File: src/rtl/vga_rx.sv
// vga_rx -- pixel-clock VGA receiver for the 640x480@60 output path.
//
// Samples HS/VS and 12-bit RGB, rebuilds the pixel grid from the sync
// edges, checks every line and frame length against the configured mode,
// and declares lock after LOCK_FRAMES consecutive good frames. While
// locked it emits each active pixel with its coordinates.
//
// Optional feature macro: VGA_RX_STATS_EN
//   defined     -> h_total / v_total latch measured lengths at each check,
//                  err_count counts timing_err pulses (saturating at 255)
//   not defined -> those three outputs are tied to 0, no registers built
//
// Ports
//   clk          pixel clock, same source as the generator
//   reset        asynchronous, active-low; clears all state
//   vga_hs/vs    active-low sync inputs
//   vga_r/g/b    4-bit colour inputs
//   pix_valid    active-region pixel present on pix_* (only while locked)
//   pix_x/pix_y  0-based coordinate within the active area
//   pix_rgb      {r,g,b} of that pixel
//   frame_start  one-cycle pulse alongside pixel (0,0)
//   locked       timing lock status
//   timing_err   one-cycle pulse on a violation seen in CHECK or LOCK
//   h_total      last measured clocks per line (stats)
//   v_total      last measured lines per frame (stats)
//   err_count    saturating violation counter (stats)
//   dbg_state    lock FSM state (0 SEARCH, 1 CHECK, 2 LOCK)
//
// The pixel stream has no backpressure: pix_valid is a strobe that
// qualifies pix_x/pix_y/pix_rgb/frame_start for exactly one cycle; a
// consumer must take the pixel in that cycle. pix_* hold otherwise.
module vga_rx #(
  parameter int H_ACTIVE    = 640,
  parameter int H_SYNC      = 96,
  parameter int H_BP        = 48,
  parameter int H_FP        = 16,
  parameter int V_ACTIVE    = 480,
  parameter int V_SYNC      = 2,
  parameter int V_BP        = 33,
  parameter int V_FP        = 10,
  parameter int LOCK_FRAMES = 2
) (
  input  logic        clk,
  input  logic        reset,
  input  logic        vga_hs,
  input  logic        vga_vs,
  input  logic [3:0]  vga_r,
  input  logic [3:0]  vga_g,
  input  logic [3:0]  vga_b,
  output logic        pix_valid,
  output logic [9:0]  pix_x,
  output logic [9:0]  pix_y,
  output logic [11:0] pix_rgb,
  output logic        frame_start,
  output logic        locked,
  output logic        timing_err,
  output logic [9:0]  h_total,
  output logic [9:0]  v_total,
  output logic [7:0]  err_count,
  output logic [1:0]  dbg_state
);

  localparam logic [9:0] CNT_MAX = 10'h3FF;
  localparam logic [9:0] H_LAST_CNT = 10'(H_SYNC + H_BP + H_ACTIVE + H_FP - 1);
  localparam logic [9:0] V_LAST_CNT = 10'(V_SYNC + V_BP + V_ACTIVE + V_FP - 1);
  localparam logic [9:0] H_START = 10'(H_SYNC + H_BP);
  localparam logic [9:0] H_END   = 10'(H_SYNC + H_BP + H_ACTIVE - 1);
  localparam logic [9:0] V_START = 10'(V_SYNC + V_BP);
  localparam logic [9:0] V_END   = 10'(V_SYNC + V_BP + V_ACTIVE - 1);
  localparam logic [3:0] LOCK_N  = 4'(LOCK_FRAMES);

  typedef enum logic [1:0] {SEARCH = 2'd0, CHECK = 2'd1, LOCK = 2'd2} state_t;

  // Stage 1 input registers plus one extra tap for edge detection
  logic        hs_q, vs_q, hs_d, vs_d;
  logic [11:0] rgb_q;

  logic [9:0]  hcnt, vcnt;
  logic        vs_pend;
  logic        seen_hs;    // first HS edge after reset has no previous line
  logic        frame_bad;  // some line of the current frame was bad

  state_t      state;
  logic [3:0]  good;

  logic        hs_fall, vs_fall, vs_take, boundary;
  logic [9:0]  hcnt_cur, vcnt_cur;
  logic        line_bad, frame_len_bad, sat_now, viol;
  logic        frame_ok, window, lock_next, err_next, pix_hit;
  logic [3:0]  good_inc;

  // hcnt_cur/vcnt_cur are the coordinates of the pixel currently in stage 1;
  // the registered hcnt/vcnt hold those of the previous pixel, which is what
  // the length checks need at a sync edge.
  always_comb begin
    hs_fall  = hs_d & ~hs_q;
    vs_fall  = vs_d & ~vs_q;
    vs_take  = vs_pend | vs_fall;   // simultaneous HS/VS edge consumes VS now
    boundary = hs_fall & vs_take;

    hcnt_cur = hs_fall ? 10'd0 : ((hcnt == CNT_MAX) ? CNT_MAX : hcnt + 10'd1);
    vcnt_cur = vcnt;
    if (hs_fall)
      vcnt_cur = vs_take ? 10'd0 : ((vcnt == CNT_MAX) ? CNT_MAX : vcnt + 10'd1);

    line_bad      = hs_fall & seen_hs & (hcnt != H_LAST_CNT);
    frame_len_bad = boundary & (vcnt != V_LAST_CNT);
    // Flag saturation only on entry so a stuck sync gives a single event
    sat_now       = ((hcnt_cur == CNT_MAX) & (hcnt != CNT_MAX)) |
                    ((vcnt_cur == CNT_MAX) & (vcnt != CNT_MAX));
    viol          = line_bad | frame_len_bad | sat_now;
    frame_ok      = ~frame_bad & ~viol;

    window   = (hcnt_cur >= H_START) & (hcnt_cur <= H_END) &
               (vcnt_cur >= V_START) & (vcnt_cur <= V_END);
    good_inc = good + 4'd1;

    // Next lock state is used for pix_valid too, so locked, timing_err and
    // the pixel stream change in the same cycle.
    lock_next = ((state == LOCK) & ~viol) |
                ((state == CHECK) & boundary & frame_ok & (good_inc == LOCK_N));
    err_next  = viol & (state != SEARCH);
    pix_hit   = lock_next & window;
  end

  always_ff @(posedge clk or negedge reset) begin
    if (!reset) begin
      hs_q      <= 1'b0;
      vs_q      <= 1'b0;
      hs_d      <= 1'b0;
      vs_d      <= 1'b0;
      rgb_q     <= '0;
      hcnt      <= '0;
      vcnt      <= '0;
      vs_pend   <= 1'b0;
      seen_hs   <= 1'b0;
      frame_bad <= 1'b0;
    end else begin
      hs_q      <= vga_hs;
      vs_q      <= vga_vs;
      hs_d      <= hs_q;
      vs_d      <= vs_q;
      rgb_q     <= {vga_r, vga_g, vga_b};
      hcnt      <= hcnt_cur;
      vcnt      <= vcnt_cur;
      seen_hs   <= seen_hs | hs_fall;
      if (hs_fall)
        vs_pend <= 1'b0;
      else if (vs_fall)
        vs_pend <= 1'b1;
      // The line check at a boundary belongs to the frame just ending and is
      // already folded into frame_ok, so the accumulator restarts clean.
      frame_bad <= boundary ? 1'b0 : (frame_bad | line_bad | sat_now);
    end
  end

  always_ff @(posedge clk or negedge reset) begin
    if (!reset) begin
      state      <= SEARCH;
      good       <= '0;
      locked     <= 1'b0;
      timing_err <= 1'b0;
    end else begin
      locked     <= lock_next;
      timing_err <= err_next;
      case (state)
        SEARCH: if (boundary) begin
          state <= CHECK;
          good  <= '0;
        end
        CHECK: if (boundary) begin
          if (lock_next) state <= LOCK;
          good <= frame_ok ? good_inc : 4'd0;
        end
        LOCK: if (viol) state <= SEARCH;
        default: state <= SEARCH;
      endcase
    end
  end

  assign dbg_state = state;

  always_ff @(posedge clk or negedge reset) begin
    if (!reset) begin
      pix_valid   <= 1'b0;
      pix_x       <= '0;
      pix_y       <= '0;
      pix_rgb     <= '0;
      frame_start <= 1'b0;
    end else begin
      pix_valid   <= pix_hit;
      frame_start <= pix_hit & (hcnt_cur == H_START) & (vcnt_cur == V_START);
      if (pix_hit) begin
        pix_x   <= hcnt_cur - H_START;
        pix_y   <= vcnt_cur - V_START;
        pix_rgb <= rgb_q;
      end
    end
  end

`ifdef VGA_RX_STATS_EN
  always_ff @(posedge clk or negedge reset) begin
    if (!reset) begin
      h_total   <= '0;
      v_total   <= '0;
      err_count <= '0;
    end else begin
      if (hs_fall & seen_hs)
        h_total <= hcnt + 10'd1;
      // Frame length is only a real check once SEARCH has seen a boundary
      if (boundary & (state != SEARCH))
        v_total <= vcnt + 10'd1;
      if (err_next & (err_count != 8'hFF))
        err_count <= err_count + 8'd1;
    end
  end
`else
  assign h_total   = '0;
  assign v_total   = '0;
  assign err_count = '0;
`endif

endmodule

File: config.mk
export PLATFORM = sky130hd
export DESIGN_NAME = vga_rx
export DESIGN_NICKNAME = d
export VERILOG_FILES = /design/src/rtl/vga_rx.sv
export SDC_FILE = /design/constraint.sdc
export NUM_CORES = 1
export LEC_CHECK = 0
export ABC_AREA = 1
export BUFFER_PORTS_ARGS = -buffer_cell sky130_fd_sc_hd__buf_4
export CORE_ASPECT_RATIO = 1.4
export CORE_MARGIN = 10
export CORE_UTILIZATION = 45
export CTS_CLUSTER_SIZE = 16
export DETAILED_ROUTE_END_ITERATION = 8
export HOLD_SLACK_MARGIN = 0.08
export PLACE_DENSITY = 0.72
export SLEW_MARGIN = 20
export SYNTH_ARGS = -nofsm -noshare
export SYNTH_HDL_FRONTEND = slang
export SYNTH_SLANG_ARGS = --single-unit
File: constraint.sdc
create_clock -name clk -period 2.6 [get_ports clk]
set_input_delay 0.39 -clock clk [delete_from_list [all_inputs] [get_ports clk]]
set_output_delay 0.39 -clock clk [all_outputs]
set_load 0.02 [all_outputs]
# After elaboration in Yosys (flattened, before gate mapping)

Index checks and enable logic that the tools add are counted.

Bits in registers: 81
Latch bits: 0
RAM bits: 0
ROM bits: 0
Input port bits: 16
Output and inout bits: 66
Logic and storage cells: 100
Memories kept: 0

Add/subtract/negate cells: 5
Multipliers: 0
Divide/modulo/power cells: 0
$lt $le $gt $ge: 4
Equal/unequal tests: 17
Shift operators: 0
Mux-type cells: 17
Bitwise operators: 32
Reductions and logical operators: 6

Operators by type and width:

| operator                | count |
|---|---|
| $mux W10                | 5 |
| $eq A10 B10 Y1 const B  | 4 |
| $ne A10 B10 Y1 const B  | 4 |
| $add A10 B1 Y10 const B | 2 |
| $and A1 B1 Y1           | 20 |
| $le A10 B10 Y1 const B  | 2 |
| $mux W4                 | 3 |
| $eq A10 B6 Y1 const B   | 1 |
| $eq A10 B8 Y1 const B   | 1 |
| $ge A10 B6 Y1 const B   | 1 |
| $ge A10 B8 Y1 const B   | 1 |
| $sub A10 B6 Y10 const B | 1 |
| $sub A10 B8 Y10 const B | 1 |
| $mux W2                 | 4 |
| $ne A2 B2 Y1 const B    | 4 |
| $or A1 B1 Y1            | 8 |
| $pmux W4 S2             | 1 |
| $pmux W2 S3             | 1 |
| $reduce_bool A2 Y1      | 3 |
| $add A4 B1 Y4 const B   | 1 |
| $eq A4 B2 Y1 const B    | 1 |
| $not A1 Y1              | 4 |
| $reduce_and A4 Y1       | 1 |
| $mux W1                 | 3 |
| 4 further kinds         | 4 |

# Longest topological paths before layout

Depth in word-level cells: 17
Mapped depth: 20
Depth with buffers taken out: 19

# Least setup slack after synthesis

OpenSTA, ideal clock, no wires.

Path kind: flip-flop to flip-flop
Start point: register hcnt[0]
End point: register pix_y[0]
Library setup time: 0.117 ns
Data arrival time: 2.433 ns
Required time: 2.483 ns
Path slack: 0.050 ns
Cell stages (with the launch flop): 18
Buffers on the path: 1
Period minus slack after synthesis: 2.550 ns
Path through: dfrtp_1 > ha_1 > nand3_1 > nor2_2 > nand3_2 > a21oi_1 > ha_1 > and3_1 > nand3_1 > nor2_1 > nand3_1 > nor2_1 > nor2_4 > nand4_2 > nand2_4 > buf_2 > nand3_1 > nand2_1

Longest elaborated chain between the ends: 13
Elaborated cells on any way between the ends: 24
Classes of those cells: add/sub (1); order compare (2); eq/ne (4); mux (2); bitwise (15)

RTL lines:

| what                                                     | RTL line | source |
|---|---|---|
| start, declared                                          | 78       | `logic [9:0] hcnt, vcnt;` |
| start signal, assigned                                   | 144      | `hcnt <= hcnt_cur;` |
| $add A10 B1 Y10 / $eq A10 B10 Y1 (equally long branches) | 101      | `hcnt_cur = hs_fall ? 10'd0 : ((hcnt == CNT_MAX) ? CNT_MAX : hcnt + 10'd1);` |
| $mux W10 * (2 in series)                                 | 101      |  |
| via hcnt_cur[4]                                          | 87       | `logic [9:0] hcnt_cur, vcnt_cur;` |
| $eq A10 B10 Y1                                           | 109      | `sat_now = ((hcnt_cur == CNT_MAX) & (hcnt != CNT_MAX)) \|` |
| $and A1 B1 Y1                                            | 109      |  |
| $or A1 B1 Y1                                             | 109      |  |
| $or A1 B1 Y1                                             | 111      | `viol = line_bad \| frame_len_bad \| sat_now;` |
| $not A1 Y1                                               | 112, 120 |  |
| $and A1 B1 Y1                                            | 112      | `frame_ok = ~frame_bad & ~viol;` |
| $and A1 B1 Y1 (2 in series)                              | 121      | `((state == CHECK) & boundary & frame_ok & (good_inc == LOCK_N));` |
| $or A1 B1 Y1                                             | 120      | `lock_next = ((state == LOCK) & ~viol) \|` |
| $and A1 B1 Y1 *                                          | 123      | `pix_hit = lock_next & window;` |
| end signal, assigned                                     | 195      | `pix_y <= vcnt_cur - V_START;` |
| end, declared                                            | 52       | `output logic [9:0] pix_y,` |

The timed path passes the listed nets; every way through them passes the cells marked *.
A chain may end at the register's enable or synchronous reset.

# Final worst setup path

Start point: register hcnt[1]
End point: register pix_x[2]

Longest elaborated chain between the ends: 13
Elaborated cells on any way between the ends: 25
Classes of those cells: add/sub (2); order compare (2); eq/ne (4); mux (2); bitwise (15)

RTL lines:

| what                                                     | RTL line | source |
|---|---|---|
| $add A10 B1 Y10 / $eq A10 B10 Y1 (equally long branches) | 101      |  |
| $mux W10 * (2 in series)                                 | 101      |  |
| via hcnt_cur[5]                                          | 87       |  |
| $eq A10 B10 Y1                                           | 109      |  |
| $and A1 B1 Y1                                            | 109      |  |
| $or A1 B1 Y1                                             | 109      |  |
| $or A1 B1 Y1                                             | 111      |  |
| $not A1 Y1                                               | 112, 120 |  |
| $and A1 B1 Y1                                            | 112      |  |
| $and A1 B1 Y1 (2 in series)                              | 121      |  |
| $or A1 B1 Y1                                             | 120      |  |
| $and A1 B1 Y1 *                                          | 123      |  |
| end signal, assigned                                     | 194      | `pix_x <= hcnt_cur - H_START;` |
| end, declared                                            | 51       | `output logic [9:0] pix_x,` |

Marked as above.

==> results.py <==
metrics = {
    "critical_path": {
        "reg2reg_slack_ps": -210,
        "crit_top_cell": "nand2_1",
        "cpPeakStageDelay_ps": 390,
        "cp.depth": 20,
        "crit_path_start_kind": "flip-flop",
        "crit_type": "flip-flop to flip-flop",
        "worst_ep_required_time_ps": 2880,
        "slowest_stage": "dfrtp_1",
        "worstPathMaxFanout": 10,
        "path_delay_family": "simple AND/OR/NAND/NOR gates",
        "ff2ff_path_depth": 20,
        "r2r-end": "pix_x[2]",
        "critPathBufInv": 2,
        "path_cells": "ha_4, nand4_1, nor2_1, nand2_1, nand3_1, nand2_2, inv_2, ha_4, and3_4, nand3_2, nor2_1, nand3_1, nor2_2, nor2_4, nand4_4, nand2_8, nand2_8, clkbuf_16, nand2_1, nand2_1",
        "crit_arrival_ps": 3090,
        "end_kind": "flip-flop",
        "rr_startpoint": "hcnt[1]",
    },
    "power_and_ir_drop": {
        "max-vdd-ir-drop_mv": 0.4344,
        "p_per_area_nw_per_um2": 565.7,
        "report.power.total_uw": 3144,
        "total_leakage_power_uw": 0.002915,
    },
    "synthesis": {
        "synth-simple-area-share_pct": 30.51,
        "synth_top_family_by_area": "simple AND/OR/NAND/NOR gates",
        "avgSynthCellArea_um2": 8.379,
        "synthFlopType": "dfrtp_1",
        "syn_area_um2": 4232,
        "synthCells": 505,
        "synthAdderAreaFrac_pct": 2.957,
        "synth.mux.area_fraction_pct": 0,
        "synth_compound_area_share_pct": 3.903,
        "yosys.area_share.xor_xnor_pct": 3.105,
        "seq_area_frac_synth_pct": 47.90,
        "yosys_warnings": 0,
        "yosys_register_bits": 81,
        "ys_types": 38,
        "synth_edf_count": 0,
        "synthArstFlopShare_pct": 100.0,
    },
    "route": {
        "drtAntennaViolNets": 0,
        "via_per_inst": 5.097,
        "routed_wl_um": 11130,
        "vias": 3624,
        "dr.pass1.iters": 4,
        "wl_per_cell_um": 15.66,
        "drc": 0,
        "drt_iter0_markers": 257,
    },
    "cts": {
        "clockRootBuffer": "clkbuf_16",
        "cts.clk_slew.worst_paths_ps": 60,
        "max-clock-path-buffers": 2,
        "cts_tree": "yes",
        "htreeDepth": 3,
        "clock_latency_ps": 340,
        "cts.sinks": 81,
        "cts_made_buffers": 9,
    },
    "sta": {
        "period_minus_slack_ps": 2815,
        "max_slew_margin_pct": 59.05,
        "rsz0062_at_grt": "yes",
        "fin_hold_ws_ps": 149.6,
        "clock_skew_ps": 9.697,
        "setup_violations": 37,
        "slew_violations": 0,
        "fin_crit_sh_pct": 108.3,
        "fmax_ghz": 0.3553,
        "tightest_slew_ps": 614.3,
        "hold_viol_final": 0,
        "fin_ws_ps": -214.6,
    },
    "place": {
        "io_buffers": 53,
        "dp_hpwl_um": 7437,
        "dp_slack_ps": -48.82,
        "gp_congestion": 0.8978,
    },
    "floorplan": {
        "start_util_pct": 46.60,
        "ioPinCount": 82,
        "die_x_um": 102.0,
        "die_height_um": 134.7,
        "core_area_um2": 9080,
        "design.die.area_um2": 13740,
        "fp-row-count": 41,
    },
    "hold_path": {
        "holdCritStartpoint": "vga_r[3]",
        "hold_depth": 1,
        "hold_path_end": "rgb_q[11]",
        "min_path_type": "input port to flip-flop",
    },
    "final_layout": {
        "drive_above_1_share_pct": 30.30,
        "filler_cell_count": 733,
        "post-route-util_pct": 61.21,
        "area_growth_pct": 31.34,
        "num_antenna_cells": 0,
        "nets": 625,
    },
    "grt": {
        "gr-total-overflow": 0,
        "grtUsageTotal_pct": 14.90,
        "grt_pass1_vias": 3482,
        "grt_antenna_before_repair": 0,
        "grt_pass1_wl_um": 16460,
        "grt_max_degree": 48,
    },
    "outcome": {
        "failed_checks": "negative setup slack",
        "status": "finished with violations",
    },
    "run": {
        "drv_cap": 0,
    },
}
-- cells by family (layout without fill, tap and decap cells) --
kind of cell,after synthesis,after routing
flip-flops,81,81
other,1,28
adder cells (fa/ha/maj),10,10
AND/OR/NAND/NOR,279,279
buffers and inverters,93,165
XOR/XNOR,15,15
AO/OA/AOI/OAI,26,26
-- flip-flops by register name (all words and copies together), names as in the netlist, 2 cells and up --
name       count
dbg_state      2
good           4
hcnt          10
pix_rgb       12
pix_x         10
pix_y         10
rgb_q         12
vcnt          10
-- power by group --
part / switching (µW) / internal (µW) / total, µW / leakage, µW
sequential: 49.5 / 1320 / 1370 / 0.00107
combinational: 268 / 157 / 425 / 0.00169
clock: 511 / 840 / 1350 / 0.000155
-- through the flow --
stage / TNS, ps / area, µm² / instances
finish: -6560 / 5558 / 711
global route: -13810 / 5558 / 711
CTS: 0 / 5185 / 696
detailed placement: -321.5 / 4822 / 677
global placement: 0 / 4822 / 677
floorplan: 0 / 4333 / 532
-- synth_stat cells (2+ instances only) --
cell	n	area share [%]
and3_1	3	0.44
nand2_2	7	1.0
nor2_4	4	1.1
nand4_1	5	0.74
nor3_1	3	0.35
o21ai_0	7	0.83
xnor2_1	7	1.4
nand3_1	62	7.3
buf_4	29	5.1
or2_2	2	0.30
buf_6	3	0.80
ha_1	10	3.0
nor2_1	28	2.5
a21oi_1	10	1.2
dfrtp_1	81	48
o21ai_2	2	0.41
nor2_2	4	0.59
nand2_4	2	0.53
inv_2	9	0.80
buf_2	6	0.71
nand2_1	149	13
inv_1	45	4.0
nor3_2	3	0.71
nand3_2	3	0.71
xor2_1	8	1.7
-- area by class of cell --
class	count	area, µm²	share of cell area (%)
inverters	54	202.7	3.647
well taps	107	133.9	2.409
flip-flops and latches	81	2029	36.52
repair buffers	95	869.6	15.65
clock buffers	9	225.2	4.052
clock inverters	7	95.09	1.711
multi-input cells	358	2002	36.02
-- repair_timing --
item | in CTS | in global routing
pin swaps | 1 | 19
endpoints found under the hold margin | 1 | 0
endpoints found under the setup margin | 32 | 39
hold buffers | 1 | 0
resized for setup | 4 | 41
buffers inserted | 2 | 10
cloned | 0 | 5
-- metal layers --
layer	GRT usage [%]	vias to the layer above	routed length [µm]
met1	17.23	1752	4344
met3	4.137	20	758
met2	24.88	118	5762
met4	6.761	0	266
met5	0	-	0
li1	-	1734	-
-- worst max path at each step --
| stage | start | endpoint | slack [ps] |
|---|---|---|---|
| 6_report | hcnt[1] | pix_x[2] | -210 |
| 5_1_grt | hcnt[1] | pix_x[2] | -410 |
| 4_1_cts | hcnt[0] | pix_y[5] | 2 |
| 3_5_place_dp | hcnt[0] | pix_y[5] | -50 |
| 3_3_place_gp | hcnt[0] | pix_y[5] | 50 |
| 2_1_floorplan | hcnt[0] | pix_y[0] | 50 |
-- cells in the final DEF (no fill, tap or decap), types with 6 or more instances in the layout --
cell / instances
nand2_1: 141
o21ai_0: 6
nor2_2: 6
nand3_2: 12
inv_1: 43
nand3_1: 51
clkbuf_16: 14
buf_4: 83
inv_2: 11
a21oi_1: 9
nand2_2: 14
ha_1: 6
dfrtp_1: 79
conb_1: 28
xor2_1: 8
nor2_1: 25
xnor2_1: 7
Power figures use the tool's default switching activity.
